<file path="src/rtl/reaction_sequencer_pkg.sv">
// Reaction-timer game: shared state encodings, display
// constants and small helpers for the sequencer.
package reaction_sequencer_pkg;

    typedef enum logic [2:0] {
        ST_IDLE  = 3'd0,
        ST_ARMED = 3'd1,
        ST_WAIT  = 3'd2,
        ST_REACT = 3'd3,
        ST_DONE  = 3'd4,
        ST_FALSE = 3'd5
    } state_e;

    localparam logic [15:0] BEST_INIT_DEF = 16'h9999;
    localparam logic [15:0] FALSE_CODE    = 16'hEEEE;
    localparam logic [15:0] TIMEOUT_BCD   = 16'h9999;
    localparam int          NUM_LEDS      = 9;

    function automatic logic [3:0] mod9(input logic [3:0] v);
        return (v >= 4'd9) ? v - 4'd9 : v;
    endfunction

    function automatic logic [3:0] delay_secs(input logic [2:0] v);
        return {1'b0, v} + 4'd1;
    endfunction

endpackage

</file>
<file path="src/rtl/reaction_sequencer_delay_timer.sv">
// Random-delay timer: counts tick pulses into seconds while
// running and pulses o_done on the last tick of the delay.
module reaction_sequencer_delay_timer #(
    parameter int TICKS_PER_SEC = 1000
) (
    input  logic       i_clk,
    input  logic       i_rst_n,
    input  logic       i_run,
    input  logic       i_tick,
    input  logic [3:0] i_secs,
    output logic       o_done
);

    localparam int TW = (TICKS_PER_SEC > 1) ? $clog2(TICKS_PER_SEC) : 1;
    localparam logic [TW-1:0] TICK_LAST = TW'(TICKS_PER_SEC - 1);

    logic [TW-1:0] r_tick_cnt;
    logic [3:0]    r_sec_cnt;
    logic          w_sec_end;

    assign w_sec_end = (r_tick_cnt == TICK_LAST);
    assign o_done    = i_run && i_tick && w_sec_end
                    && (r_sec_cnt == i_secs - 4'd1);

    // Counters sit at zero whenever the timer is not running.
    always_ff @(posedge i_clk) begin
        if (!i_rst_n) begin
            r_tick_cnt <= '0;
            r_sec_cnt  <= '0;
        end else if (!i_run) begin
            r_tick_cnt <= '0;
            r_sec_cnt  <= '0;
        end else if (i_tick) begin
            if (w_sec_end) begin
                r_tick_cnt <= '0;
                r_sec_cnt  <= r_sec_cnt + 4'd1;
            end else begin
                r_tick_cnt <= r_tick_cnt + TW'(1);
            end
        end
    end

endmodule

</file>
<file path="src/rtl/reaction_sequencer.sv">
// Reaction-timer game sequencer: arms, waits a random delay,
// lights a target LED, times the response and keeps the best.
module reaction_sequencer
    import reaction_sequencer_pkg::*;
#(
    parameter int          TICKS_PER_SEC = 1000,
    parameter logic [15:0] BEST_INIT     = BEST_INIT_DEF
) (
    input  logic        CLK_10MHZ,
    input  logic        RESET_N,
    input  logic        tick_1ms,
    input  logic        arm,
    input  logic        start_n,
    input  logic [8:0]  stop_sw,
    input  logic [3:0]  rand_delay,
    input  logic [3:0]  rand_led,
    input  logic [15:0] time_bcd,
    output logic        cnt_clr,
    output logic        cnt_en,
    output logic        lfsr_en,
    output logic [8:0]  led_sel,
    output logic [15:0] disp_bcd,
    output logic [15:0] best_bcd,
    output logic [2:0]  state_o,
    output logic        false_start
);

    state_e      r_state;
    state_e      w_next;
    logic        r_start_prev;
    logic [3:0]  r_delay_s;
    logic [3:0]  r_led_idx;
    logic [15:0] r_best;
    logic [15:0] r_result;

    logic        r_cnt_clr;
    logic        r_cnt_en;
    logic        r_lfsr_en;
    logic [8:0]  r_led_sel;
    logic [15:0] r_disp;
    logic        r_false;

    logic        w_cnt_clr;
    logic        w_cnt_en;
    logic        w_lfsr_en;
    logic [8:0]  w_led_sel;
    logic [15:0] w_disp;
    logic        w_false;

    logic        w_fall;
    logic        w_sw_idle;
    logic [8:0]  w_target;
    logic        w_hit;
    logic        w_timer_done;
    logic        w_capture;
    logic        w_result_ld;
    logic        w_best_upd;
    logic        w_unused;

    assign w_unused  = rand_delay[3];
    assign w_fall    = r_start_prev & ~start_n;
    assign w_sw_idle = ~|stop_sw;
    assign w_target  = 9'(1) << r_led_idx;
    assign w_hit     = |(stop_sw & w_target);

    reaction_sequencer_delay_timer #(
        .TICKS_PER_SEC(TICKS_PER_SEC)
    ) u_delay_timer (
        .i_clk  (CLK_10MHZ),
        .i_rst_n(RESET_N),
        .i_run  (r_state == ST_WAIT),
        .i_tick (tick_1ms),
        .i_secs (r_delay_s),
        .o_done (w_timer_done)
    );

    always_comb begin
        w_next      = r_state;
        w_capture   = 1'b0;
        w_result_ld = 1'b0;
        w_best_upd  = 1'b0;
        w_cnt_clr   = 1'b1;
        w_cnt_en    = 1'b0;
        w_lfsr_en   = 1'b1;
        w_led_sel   = '0;
        w_disp      = 16'h0000;
        w_false     = 1'b0;
        unique case (r_state)
            ST_IDLE: begin
                w_disp = r_best;
                w_next = ST_ARMED;
            end
            ST_ARMED: begin
                if (w_fall && w_sw_idle) begin
                    w_next    = ST_WAIT;
                    w_capture = 1'b1;
                end
            end
            ST_WAIT: begin
                w_lfsr_en = 1'b0;
                if (!w_sw_idle) begin
                    w_next = ST_FALSE;
                end else if (w_timer_done) begin
                    w_next = ST_REACT;
                end
            end
            ST_REACT: begin
                w_lfsr_en = 1'b0;
                w_cnt_clr = 1'b0;
                w_cnt_en  = 1'b1;
                w_led_sel = w_target;
                w_disp    = time_bcd;
                // A target hit outranks a simultaneous timeout.
                if (w_hit) begin
                    w_next      = ST_DONE;
                    w_result_ld = 1'b1;
                    w_best_upd  = (time_bcd != 16'h0000)
                               && (time_bcd < r_best);
                end else if (time_bcd == TIMEOUT_BCD) begin
                    w_next      = ST_DONE;
                    w_result_ld = 1'b1;
                end
            end
            ST_DONE: begin
                w_cnt_clr = 1'b0;
                w_disp    = r_result;
                if (w_fall && w_sw_idle) begin
                    w_next = ST_ARMED;
                end
            end
            ST_FALSE: begin
                w_disp    = FALSE_CODE;
                w_led_sel = '1;
                w_false   = 1'b1;
                if (w_fall && w_sw_idle) begin
                    w_next = ST_ARMED;
                end
            end
            default: begin
                w_disp = r_best;
                w_next = ST_IDLE;
            end
        endcase
        if (!arm) begin
            w_next      = ST_IDLE;
            w_capture   = 1'b0;
            w_result_ld = 1'b0;
            w_best_upd  = 1'b0;
        end
    end

    always_ff @(posedge CLK_10MHZ) begin
        if (!RESET_N) begin
            r_state      <= ST_IDLE;
            r_start_prev <= 1'b1;
            r_delay_s    <= 4'd1;
            r_led_idx    <= 4'd0;
            r_best       <= BEST_INIT;
            r_result     <= 16'h0000;
            r_cnt_clr    <= 1'b1;
            r_cnt_en     <= 1'b0;
            r_lfsr_en    <= 1'b1;
            r_led_sel    <= '0;
            r_disp       <= BEST_INIT;
            r_false      <= 1'b0;
        end else begin
            r_state      <= w_next;
            r_start_prev <= start_n;
            if (w_capture) begin
                r_delay_s <= delay_secs(rand_delay[2:0]);
                r_led_idx <= mod9(rand_led);
            end
            if (w_result_ld) begin
                r_result <= time_bcd;
            end
            if (w_best_upd) begin
                r_best <= time_bcd;
            end
            r_cnt_clr <= w_cnt_clr;
            r_cnt_en  <= w_cnt_en;
            r_lfsr_en <= w_lfsr_en;
            r_led_sel <= w_led_sel;
            r_disp    <= w_disp;
            r_false   <= w_false;
        end
    end

    assign cnt_clr     = r_cnt_clr;
    assign cnt_en      = r_cnt_en;
    assign lfsr_en     = r_lfsr_en;
    assign led_sel     = r_led_sel;
    assign disp_bcd    = r_disp;
    assign best_bcd    = r_best;
    assign state_o     = r_state;
    assign false_start = r_false;

endmodule
</file>
<file path="config.mk">
export PLATFORM = sky130hd
export DESIGN_NAME = reaction_sequencer
export DESIGN_NICKNAME = d
export VERILOG_FILES = /design/src/rtl/reaction_sequencer_pkg.sv /design/src/rtl/reaction_sequencer_delay_timer.sv /design/src/rtl/reaction_sequencer.sv
export SDC_FILE = /design/constraint.sdc
export NUM_CORES = 1
export LEC_CHECK = 0
export CORE_UTILIZATION = 40
export DETAILED_ROUTE_END_ITERATION = 8
export GPL_ROUTABILITY_DRIVEN = 0
export PLACE_DENSITY = 0.74
export SLEW_MARGIN = 20
export SYNTH_ARGS = -nofsm -noshare
export SYNTH_HDL_FRONTEND = slang
export SYNTH_SLANG_ARGS = --single-unit
</file>
<file path="constraint.sdc">
create_clock -name CLK_10MHZ -period 5.15 [get_ports CLK_10MHZ]
set_input_delay 1.545 -clock CLK_10MHZ [delete_from_list [all_inputs] [get_ports CLK_10MHZ]]
set_output_delay 1.545 -clock CLK_10MHZ [all_outputs]
set_load 0.01 [all_outputs]
</file>
==> impl_metrics.csv, run 1 <==
group,metric,value,unit
yosys,ys_types,49,
power_and_ir_drop,combPwrFrac,9.6,%
clock_tree,clk_latency,0.34,ns
timing,drv_slew,0,
grt,grt.total_usage,18.9,%
yosys,synth_area_leaders,"dfxtp_1, ha_1, nand2_1",
grt,grt_max_degree,70,
clock_tree,postCtsHoldBufs,0,
floorplan,floorplan.initialDensity,41.8,%
power_and_ir_drop,p_leak,1.96,nW
setup_path,cp_num_buf_inv,1,
yosys,synth.most_common_cell,"dfxtp_1",
floorplan,io_pins,86,
routing,met1Wirelength,4.46,mm
setup_path,cp-start-kind,"primary input",
setup_path,cp_max_fo,12,
clock_tree,cts_tree,"built",
routing,met3RoutedLength,626,um
power_and_ir_drop,swShare,23.9,%
clock_tree,cts_max_level,3,
routing,maxUsedRoutingLayer,"met4",
floorplan,rows,36,
yosys,netlist_area,0.00414,sq mm
timing,worstMarginPinSlew,0.774,ns
setup_path,rrSetupSlack,2.49,ns
finish,syn2layout_area_growth,26.9,%
finish,drive_gt1_share,4.79,%
place,dp_hpwl,7.30,mm
place,dpl_cell_area,0.00508,sq mm
timing,final-hold-violation-count,0,
yosys,synth_common_cells,"dfxtp_1, nand2_1, o21ai_0, nor2_1, nand3_1",
floorplan,die-width,104,um
setup_path,cp_slowest_cell,"a22oi_1",
power_and_ir_drop,p_switching,301,uW
setup_path,r2r_start,"state_o[1]",
routing,drtIter0Drc,184,
finish,fillers,950,
timing,layout_min_cycle_time,3.78,ns
setup_path,end_kind,"flip-flop",
routing,drtPass1Iterations,5,
run,cap_violations,0,
finish,multi_input_area,0.00219,sq mm
setup_path,max_stage_delay,0.62,ns
yosys,syn_nets,543,
setup_path,critPathKind,"in -> reg",
setup_path,worstReg2RegEnd,"best_bcd[13]",
finish,antenna_cells,0,
clock_tree,cts_sinks,87,
routing,routed_wl,10.0,mm
timing,max_freq,0.265,GHz
setup_path,r2r_cells,5,
grt,grt_overflow_total,0,
yosys,synthFlopType,"dfxtp_1",
timing,min_period_over_period,73.3,%
timing,rsz0062_at_grt,"false",
yosys,synthesis.instances,484,
hold_path,hp-start,"r_result[1]",
setup_path,critPathTopFamily,"compound AO/OA/AOI/OAI gates",
yosys,synth_top_area_share,42.0,%
yosys,ys_seq_area_share,42.0,%
timing,tns,0,ns
run_status,outcome,"complete, no violations",
yosys,synthArstFlopShare,0,%
hold_path,hold_depth,2,
timing,setup_violations,0,
routing,routed_via_density,5.38,
routing,wl_met2,4.79,mm
floorplan,die_height,104,um
grt,antenna_found_initial,0,
routing,antenna_left,0,
timing,relSlewSlack,48.4,%
hold_path,hold_path_class,"reg -> reg",
yosys,synth.avg_cell_area,8.56,sq um
power_and_ir_drop,power_density,240,mW/mm^2
clock_tree,path_clk_slew,0.09,ns
power_and_ir_drop,power_frac_seq,54.1,%
clock_tree,cts_buffers,9,
routing,drt-wirelength-per-cell,14.3,um
setup_path,cp.required,5.42,ns
grt,grt_pass1_wl,16.8,mm
hold_path,hold_end,"r_result[1]",
clock_tree,cts.repair.resized,0,
place,io_buffers,84,
power_and_ir_drop,power_frac_clock,36.4,%
setup_path,critPathArrivalTime,4.05,ns
finish,fin_nets,618,
grt,grt_pass1_vias,3551,
floorplan,die_area,0.0108,sq mm
power_and_ir_drop,peakVddDrop,137,uV
yosys,synth_edf_count,0,
finish,seq_area,0.00174,sq mm
routing,drc_errors,0,
yosys,ys_seq_elements,87,
yosys,synth_area_leader_cell,"dfxtp_1",
finish,final_cell_area,0.00526,sq mm
timing,fin_worst_skew,0.00683,ns
floorplan,coreArea,0.00991,sq mm
clock_tree,cts_root_buf,"clkbuf_8",
setup_path,worstPathCellList,"clkdlybuf4s50_1 -> ha_1 -> a41oi_1 -> o21ai_0 -> a22oi_1 -> and3_4 -> mux2i_1",
power_and_ir_drop,internal-power,961,uW
routing,vias,3750,
yosys,yosys_warnings,0,
clock_tree,clockBufferDepth,2,
clock_tree,post-cts-setup-buffers,0,
==> logic make-up after synthesis <==
kind of cell | synth area share (%)
multiplexers | 3.87
flip-flops | 42.0
buffers and inverters | 5.26
AO/OA/AOI/OAI | 16.6
adder cells (fa/ha/maj) | 6.34
AND/OR/NAND/NOR | 21.7
XOR/XNOR | 4.23
==> layout by cell type (no fill, tap or decap), types with 3 or more instances in the layout <==
master / n
dfxtp_1: 87
clkdlybuf4s50_1: 83
nand2_1: 62
o21ai_0: 39
nor2_1: 36
nand3_1: 30
inv_1: 25
ha_1: 21
mux2i_1: 16
a21oi_1: 16
xnor2_1: 12
nand4_1: 10
nor3_1: 9
clkbuf_8: 9
nand2b_1: 8
a221oi_1: 8
xor2_1: 8
a31oi_1: 8
a211o_1: 8
nor4_1: 5
a22oi_1: 5
buf_4: 5
or4_1: 4
o211ai_1: 4
clkbuf_1: 4
o31ai_1: 3
or3_1: 3
a41oi_1: 3
==> tightest hold or removal path: cells and delay by family, from the launching register on <==
family             cells  cell delay [ns]
DFF                    1             0.31
and+or+nand+nor        1             0.05
AOI/OAI and AO/OA      1             0.06
==> per-layer routing <==
layer,up-vias,global-route usage (%)
met5,-,0
met4,0,6.94
met3,9,3.46
met2,137,32.0
met1,1738,23.9
li1,1866,-
==> registers in the layout, indices dropped and copies added, names as in the netlist <==
name,cells
u_delay_timer.r_sec_cnt,4
false_start,1
u_delay_timer.r_tick_cnt,10
lfsr_en,1
r_start_prev,1
r_delay_s,4
state_o,3
led_sel,9
cnt_en,1
r_led_idx,4
r_result,16
disp_bcd,16
best_bcd,16
cnt_clr,1
==> worst max path at each step <==
stage | start | endpoint | slack [ns] | depth (start not counted)
5_1_grt | time_bcd[7] | best_bcd[9] | 1.21 | 7
2_1_floorplan | time_bcd[1] | best_bcd[11] | 1.83 | 7
6_report | time_bcd[7] | best_bcd[13] | 1.37 | 7
3_3_place_gp | time_bcd[7] | best_bcd[10] | 1.06 | 7
4_1_cts | time_bcd[7] | best_bcd[13] | 1.41 | 7
3_5_place_dp | time_bcd[7] | best_bcd[10] | 1.05 | 7
==> final cells by class <==
type | count | share of cell area [%]
Multi-Input combinational cell | 345 | 41.7
Sequential cell | 87 | 33.1
Timing Repair Buffer | 89 | 16.6
Tap cell | 133 | 3.16
Clock buffer | 13 | 2.64
Inverter | 27 | 1.93
Clock inverter | 3 | 0.833
==> power groups by stage <==
stage                     logic, mW  registers (mW)  clock network [mW]
final                         0.120           0.682               0.459
after CTS                     0.120           0.683               0.469
after detailed placement      0.120           0.698                   0
after floorplan              0.0538           0.699                   0
after global routing          0.132           0.683               0.494
after global placement        0.116           0.698                   0
==> stage by stage <==
step / util [%] / hold slack [ns] / power [mW] / instances / worst slack (ns)
2_1_floorplan: - / 0.433 / 0.753 / 484 / 1.83
3_3_place_gp: 51.2 / 0.441 / 0.815 / 681 / 1.06
3_5_place_dp: 51.2 / 0.449 / 0.818 / 681 / 1.05
4_1_cts: 53.1 / 0.461 / 1.27 / 697 / 1.41
5_1_grt: 53.1 / 0.480 / 1.31 / 697 / 1.21
6_report: 53.1 / 0.458 / 1.26 / 697 / 1.37
Power figures use the tool's default switching activity.
==> run 2: changes to the inputs <==
--- a/config.mk
+++ b/config.mk
@@ -8,7 +8,7 @@
 export CORE_UTILIZATION = 40
 export DETAILED_ROUTE_END_ITERATION = 8
 export GPL_ROUTABILITY_DRIVEN = 0
-export PLACE_DENSITY = 0.74
+export PLACE_DENSITY = 0.76
 export SLEW_MARGIN = 20
 export SYNTH_ARGS = -nofsm -noshare
 export SYNTH_HDL_FRONTEND = slang
==> constraint.sdc (replaced) <==
create_clock -name CLK_10MHZ -period 3.4 [get_ports CLK_10MHZ]
set_input_delay 1.02 -clock CLK_10MHZ [delete_from_list [all_inputs] [get_ports CLK_10MHZ]]
set_output_delay 1.02 -clock CLK_10MHZ [all_outputs]
set_load 0.01 [all_outputs]
==> run 2 against run 1 <==
  * Register-to-register slack worse by 1.4 ns
  * Sequential power is 51% higher
  * Cell count is 3.2% higher
  * Combinational power is 68% higher
  * Critical path type unchanged
  * Largest cell class unchanged
==> impl_metrics.csv, run 2 (same netlist as run 1, synthesis figures left out) <==
group,metric,value,unit
power_and_ir_drop,p_leak,2.10,nW
clock_tree,postCtsHoldBufs,0,
grt,grt.total_usage,20.3,%
routing,vias,3865,
timing,worstMarginPinSlew,0.766,ns
clock_tree,cts_max_level,3,
clock_tree,clockBufferDepth,2,
timing,min_period_over_period,91.5,%
timing,drv_slew,0,
place,dpl_worst_slack,0.0369,ns
timing,fin_worst_skew,0.0130,ns
timing,final-hold-violation-count,0,
clock_tree,cts_root_buf,"clkbuf_8",
clock_tree,cts_buffers,9,
setup_path,cp_num_buf_inv,2,
timing,relSlewSlack,48.8,%
hold_path,hold_path_class,"reg -> reg",
routing,routed_via_density,5.38,
setup_path,end_kind,"flip-flop",
hold_path,hp-start,"r_result[5]",
floorplan,die_height,104,um
setup_path,critPathArrivalTime,3.36,ns
grt,grt_pass1_wl,17.9,mm
setup_path,critPathKind,"in -> reg",
clock_tree,cts_tree,"built",
run_status,outcome,"complete, no violations",
grt,grt_max_degree,64,
setup_path,cp_slowest_cell,"clkdlybuf4s50_1",
floorplan,rows,36,
setup_path,max_stage_delay,0.69,ns
setup_path,rrSetupSlack,1.06,ns
setup_path,cp-start-kind,"primary input",
place,placedCellCount,703,
timing,rsz0062_at_grt,"false",
clock_tree,clk_latency,0.37,ns
hold_path,hold_end,"r_result[5]",
finish,syn2layout_area_growth,32.9,%
routing,routed_wl,10.7,mm
clock_tree,cts_sinks,87,
hold_path,hold_depth,2,
power_and_ir_drop,power_density,389,mW/mm^2
finish,fin_nets,640,
setup_path,r2r_cells,7,
finish,antenna_cells,0,
clock_tree,post-cts-setup-buffers,0,
routing,drtPass1Iterations,5,
clock_tree,path_clk_slew,0.09,ns
place,io_buffers,84,
timing,layout_min_cycle_time,3.11,ns
setup_path,critPathTopFamily,"buffers and inverters",
routing,drtIter0Drc,173,
timing,setup_slack,0.289,ns
finish,final_cell_mix,"dfxtp_1, clkdlybuf4s50_1, nand2_1",
routing,drc_errors,0,
run,cap_violations,0,
floorplan,floorplan.initialDensity,41.8,%
setup_path,cp.required,3.65,ns
setup_path,worstReg2RegEnd,"best_bcd[11]",
finish,finish.utilization,55.6,%
floorplan,die_area,0.0108,sq mm
grt,antenna_found_initial,0,
setup_path,cp_max_fo,6,
setup_path,worstPathCellList,"clkdlybuf4s50_1 -> or4_1 -> nor4_1 -> or4b_4 -> a221oi_4 -> buf_4 -> a31oi_1 -> a211o_1",
grt,grt_pass1_vias,3809,
place,dp_hpwl,7.69,mm
finish,finalNonFillerCells,719,
routing,drt-wirelength-per-cell,14.9,um
power_and_ir_drop,peakVddDrop,184,uV
floorplan,io_pins,86,
grt,grt_overflow_total,0,
floorplan,die-width,104,um
timing,tns,0,ns
setup_path,r2r_start,"state_o[1]",
clock_tree,cts.repair.resized,0,
timing,max_freq,0.321,GHz
routing,antenna_left,0,
timing,setup_violations,0,
floorplan,coreArea,0.00991,sq mm
finish,final_common_cell,"dfxtp_1",
finish,drive_gt1_share,9.04,%
==> run 2: worst reg2reg max path: cells and delay by family, from the launching register on <==
family,cells,cell delay (ns)
AO/OA/AOI/OAI,3,0.66
flip-flops,1,0.50
AND/OR/NAND/NOR,2,0.69
buffers and inverters,2,0.38
==> run 2: layout make-up <==
| class | instances | area, sq um |
|---|---|---|
| multi-input combinational | 345 | 2190 |
| tap | 133 | 166 |
| clock inverter | 7 | 128 |
| fill | 889 | 4400 |
| sequential | 87 | 1740 |
| inverter | 27 | 101 |
| clock buffer | 9 | 124 |
| timing repair buffer | 111 | 1050 |
==> run 2: per-layer routing <==
layer  up-vias  wire [um]  GRT usage [%]  share of wire, %
met5         -          0              0                 0
met4         0        276           9.18               2.6
met3        29        684           4.28               6.4
met2       153       4960           33.4                46
met1      1768       4810           25.5                45
li1       1915          -              -                 -
==> run 2: metrics by stage <==
| step | hold slack [ns] | power, mW | instance area [sq um] |
|---|---|---|---|
| detailed placement | 0.451 | 1.26 | 5250 |
| global route | 0.492 | 2.20 | 5510 |
| finish | 0.460 | 2.14 | 5510 |
| floorplan | 0.433 | 1.14 | 4140 |
| global placement | 0.442 | 1.25 | 5250 |
| CTS | 0.461 | 2.14 | 5510 |
==> run 2: worst max path at each step <==
stage,slack [ns],cells past startpoint,startpoint,endpoint
finish,0.29,8,time_bcd[3],best_bcd[11]
global route,0.24,8,time_bcd[3],best_bcd[11]
CTS,0.36,8,time_bcd[3],best_bcd[11]
detailed placement,0.04,8,time_bcd[3],best_bcd[12]
global placement,0.08,8,time_bcd[3],best_bcd[11]
floorplan,0.61,7,time_bcd[1],best_bcd[11]
==> run 2: power breakdown <==
group          leakage (nW)  internal, mW  switching [mW]  total [mW]
logic                  1.27        0.0980           0.103       0.201
registers             0.703          1.03         0.00598        1.03
clock network         0.126         0.500           0.407       0.907
==> run 3: changes to the inputs <==
--- a/config.mk
+++ b/config.mk
@@ -5,6 +5,7 @@
 export SDC_FILE = /design/constraint.sdc
 export NUM_CORES = 1
 export LEC_CHECK = 0
+export ABC_AREA = 1
 export CORE_UTILIZATION = 40
 export DETAILED_ROUTE_END_ITERATION = 8
 export GPL_ROUTABILITY_DRIVEN = 0
==> run 3 against run 2 <==
  * Non-clock buffer count fell by 13
  * Clock power decreased by 19%
  * Highest routed layer unchanged
  * Register-to-register slack better by 0.14 ns
  * Sequential share of layout area decreased by 0.67 points
  * Wire length grew 6.5%
  * Sequential cell count unchanged
  * Maximum frequency is 14% higher
  * Clock-buffer cell count up 1
  * Utilization shrank 1.8 points
  * Die area grew 5.8%
  * Largest cell class unchanged
  * Combinational power rose by 10%
==> impl_metrics.csv, run 3 <==
group,metric,value,unit
run_status,outcome,"complete, no violations",
grt,grt_pass1_wl,18.8,mm
clock_tree,cts_sinks,87,
yosys,synthFlopType,"dfxtp_1",
timing,max_freq,0.367,GHz
grt,grt.total_usage,20.6,%
finish,fillers,979,
finish,syn2layout_area_growth,28.2,%
clock_tree,postCtsHoldBufs,0,
clock_tree,post-cts-setup-buffers,0,
routing,antenna_left,0,
place,io_buffers,84,
setup_path,cp_slowest_cell,"clkdlybuf4s50_1",
finish,drive_gt1_share,6.71,%
clock_tree,path_clk_slew,0.08,ns
setup_path,critPathKind,"in -> reg",
yosys,netlist_area,0.00439,sq mm
timing,setup_slack,0.672,ns
place,dpl_worst_slack,0.337,ns
finish,antenna_cells,0,
hold_path,hold_path_class,"reg -> reg",
timing,drv_slew,0,
routing,drtIter0Drc,281,
routing,routed_wl,11.4,mm
setup_path,critPathArrivalTime,3.02,ns
floorplan,die_height,107,um
floorplan,rows,37,
setup_path,max_stage_delay,0.52,ns
yosys,ys_seq_area_share,39.7,%
grt,grt_max_degree,29,
yosys,syn_nets,678,
place,dp_hpwl,8.57,mm
routing,drtPass1Iterations,5,
routing,drt-wirelength-per-cell,13.4,um
clock_tree,cts_root_buf,"clkbuf_8",
yosys,synthesis.instances,619,
clock_tree,cts_tree,"built",
power_and_ir_drop,peakVddDrop,157,uV
floorplan,coreArea,0.0105,sq mm
power_and_ir_drop,power_density,355,mW/mm^2
setup_path,cp_max_fo,11,
grt,grt_pass1_vias,4167,
yosys,ys_seq_elements,87,
grt,antenna_found_initial,0,
yosys,synth_common_cells,"nand2_1, dfxtp_1, nor2_1, inv_1, nand4_1",
yosys,ys_types,43,
finish,final_cell_mix,"nand2_1, dfxtp_1, nor2_1, clkdlybuf4s50_1, inv_1",
floorplan,die-width,107,um
timing,worstMarginPinSlew,0.815,ns
timing,tns,0,ns
finish,final_common_cell,"nand2_1",
finish,fin_nets,769,
timing,final-hold-violation-count,0,
setup_path,end_kind,"flip-flop",
routing,routed_via_density,5.21,
clock_tree,cts.repair.resized,0,
timing,fin_worst_skew,0.00940,ns
timing,setup_violations,0,
routing,drc_errors,0,
floorplan,io_pins,86,
clock_tree,clockBufferDepth,2,
routing,vias,4437,
clock_tree,cts_max_level,3,
setup_path,cpMostUsedCell,"nor2_1",
timing,layout_min_cycle_time,2.73,ns
floorplan,die_area,0.0114,sq mm
clock_tree,clk_latency,0.36,ns
timing,rsz0062_at_grt,"false",
yosys,synthArstFlopShare,0,%
yosys,synth_area_leader_cell,"dfxtp_1",
setup_path,worstPathCellList,"clkdlybuf4s50_1 -> ha_1 -> nand2_1 -> inv_1 -> o21bai_1 -> a21oi_1 -> nor2_8 -> nand2_2 -> nor2_4 -> nor2_1 -> nor2_1",
grt,grt_overflow_total,0,
yosys,synth_top_area_share,39.7,%
setup_path,cp.required,3.69,ns
timing,relSlewSlack,45.4,%
clock_tree,cts_buffers,9,
yosys,synth_edf_count,0,
yosys,synth.avg_cell_area,7.09,sq um
power_and_ir_drop,p_leak,2.40,nW
yosys,yosys_warnings,0,
yosys,synth_area_leaders,"dfxtp_1, nand2_1, nor2_1",
yosys,synth.most_common_cell,"nand2_1",
timing,min_period_over_period,80.2,%
floorplan,floorplan.initialDensity,41.9,%
setup_path,cp-start-kind,"primary input",
run,cap_violations,0,
[run 3: layer usage]
metal  vias to the layer above  wire length [um]  GRT usage (%)
li1                       2221                 -              -
met1                      1997              5040           26.2
met2                       191              5250           34.4
met3                        28               868           3.22
met4                         0               277           9.30
met5                         -                 0              0
[run 3: critical path, delay by kind of cell]
kind            cells  cell delay [ns]
buf+inv             2             0.56
fa+ha+maj           1             0.36
compound gates      2             0.27
simple gates        6             0.80
[run 3: power by group]
group / internal, mW / switching [mW] / total (mW)
combinational: 0.0984 / 0.124 / 0.222
sequential: 1.03 / 0.00802 / 1.04
clock: 0.362 / 0.374 / 0.736
total: 1.49 / 0.506 / 2.00
[run 3: cell families (layout without fill, tap and decap cells)]
family	after synthesis	count (layout)	share of synthesized area (%)
compound gates	84	84	11.2
fa+ha+maj	21	21	5.99
buf+inv	96	192	8.70
flops	87	87	39.7
xor+xnor	4	4	0.799
simple gates	327	327	33.6
[run 3: final timing paths]
| kind | end | cells past startpoint | slack [ns] | startpoint |
|---|---|---|---|---|
| max | best_bcd[14] | 11 | 0.67 | time_bcd[9] |
| min | r_result[5] | 2 | 0.46 | r_result[5] |
| max reg2reg | best_bcd[14] | 10 | 1.20 | state_o[0] |
| min reg2reg | r_result[5] | 2 | 0.46 | r_result[5] |
[run 3: stage by stage]
step	utilization, %	area [sq um]	total power [mW]	hold slack [ns]	instances
finish	53.8	5620	2.00	0.461	851
global placement	51.8	5420	1.28	0.445	835
CTS	53.8	5620	2.01	0.461	851
global route	53.8	5620	2.07	0.484	851
detailed placement	51.8	5420	1.28	0.449	835
floorplan	-	4390	1.16	0.436	619
[run 3: layout make-up]
type	instances	area, sq um	area share (%)
Multi-Input combinational cell	436	2260	40.3
Sequential cell	87	1740	31.0
Timing Repair Buffer	98	946	16.8
Inverter	78	295	5.25
Tap cell	136	170	3.03
Clock buffer	10	138	2.45
Clock inverter	6	68.8	1.22
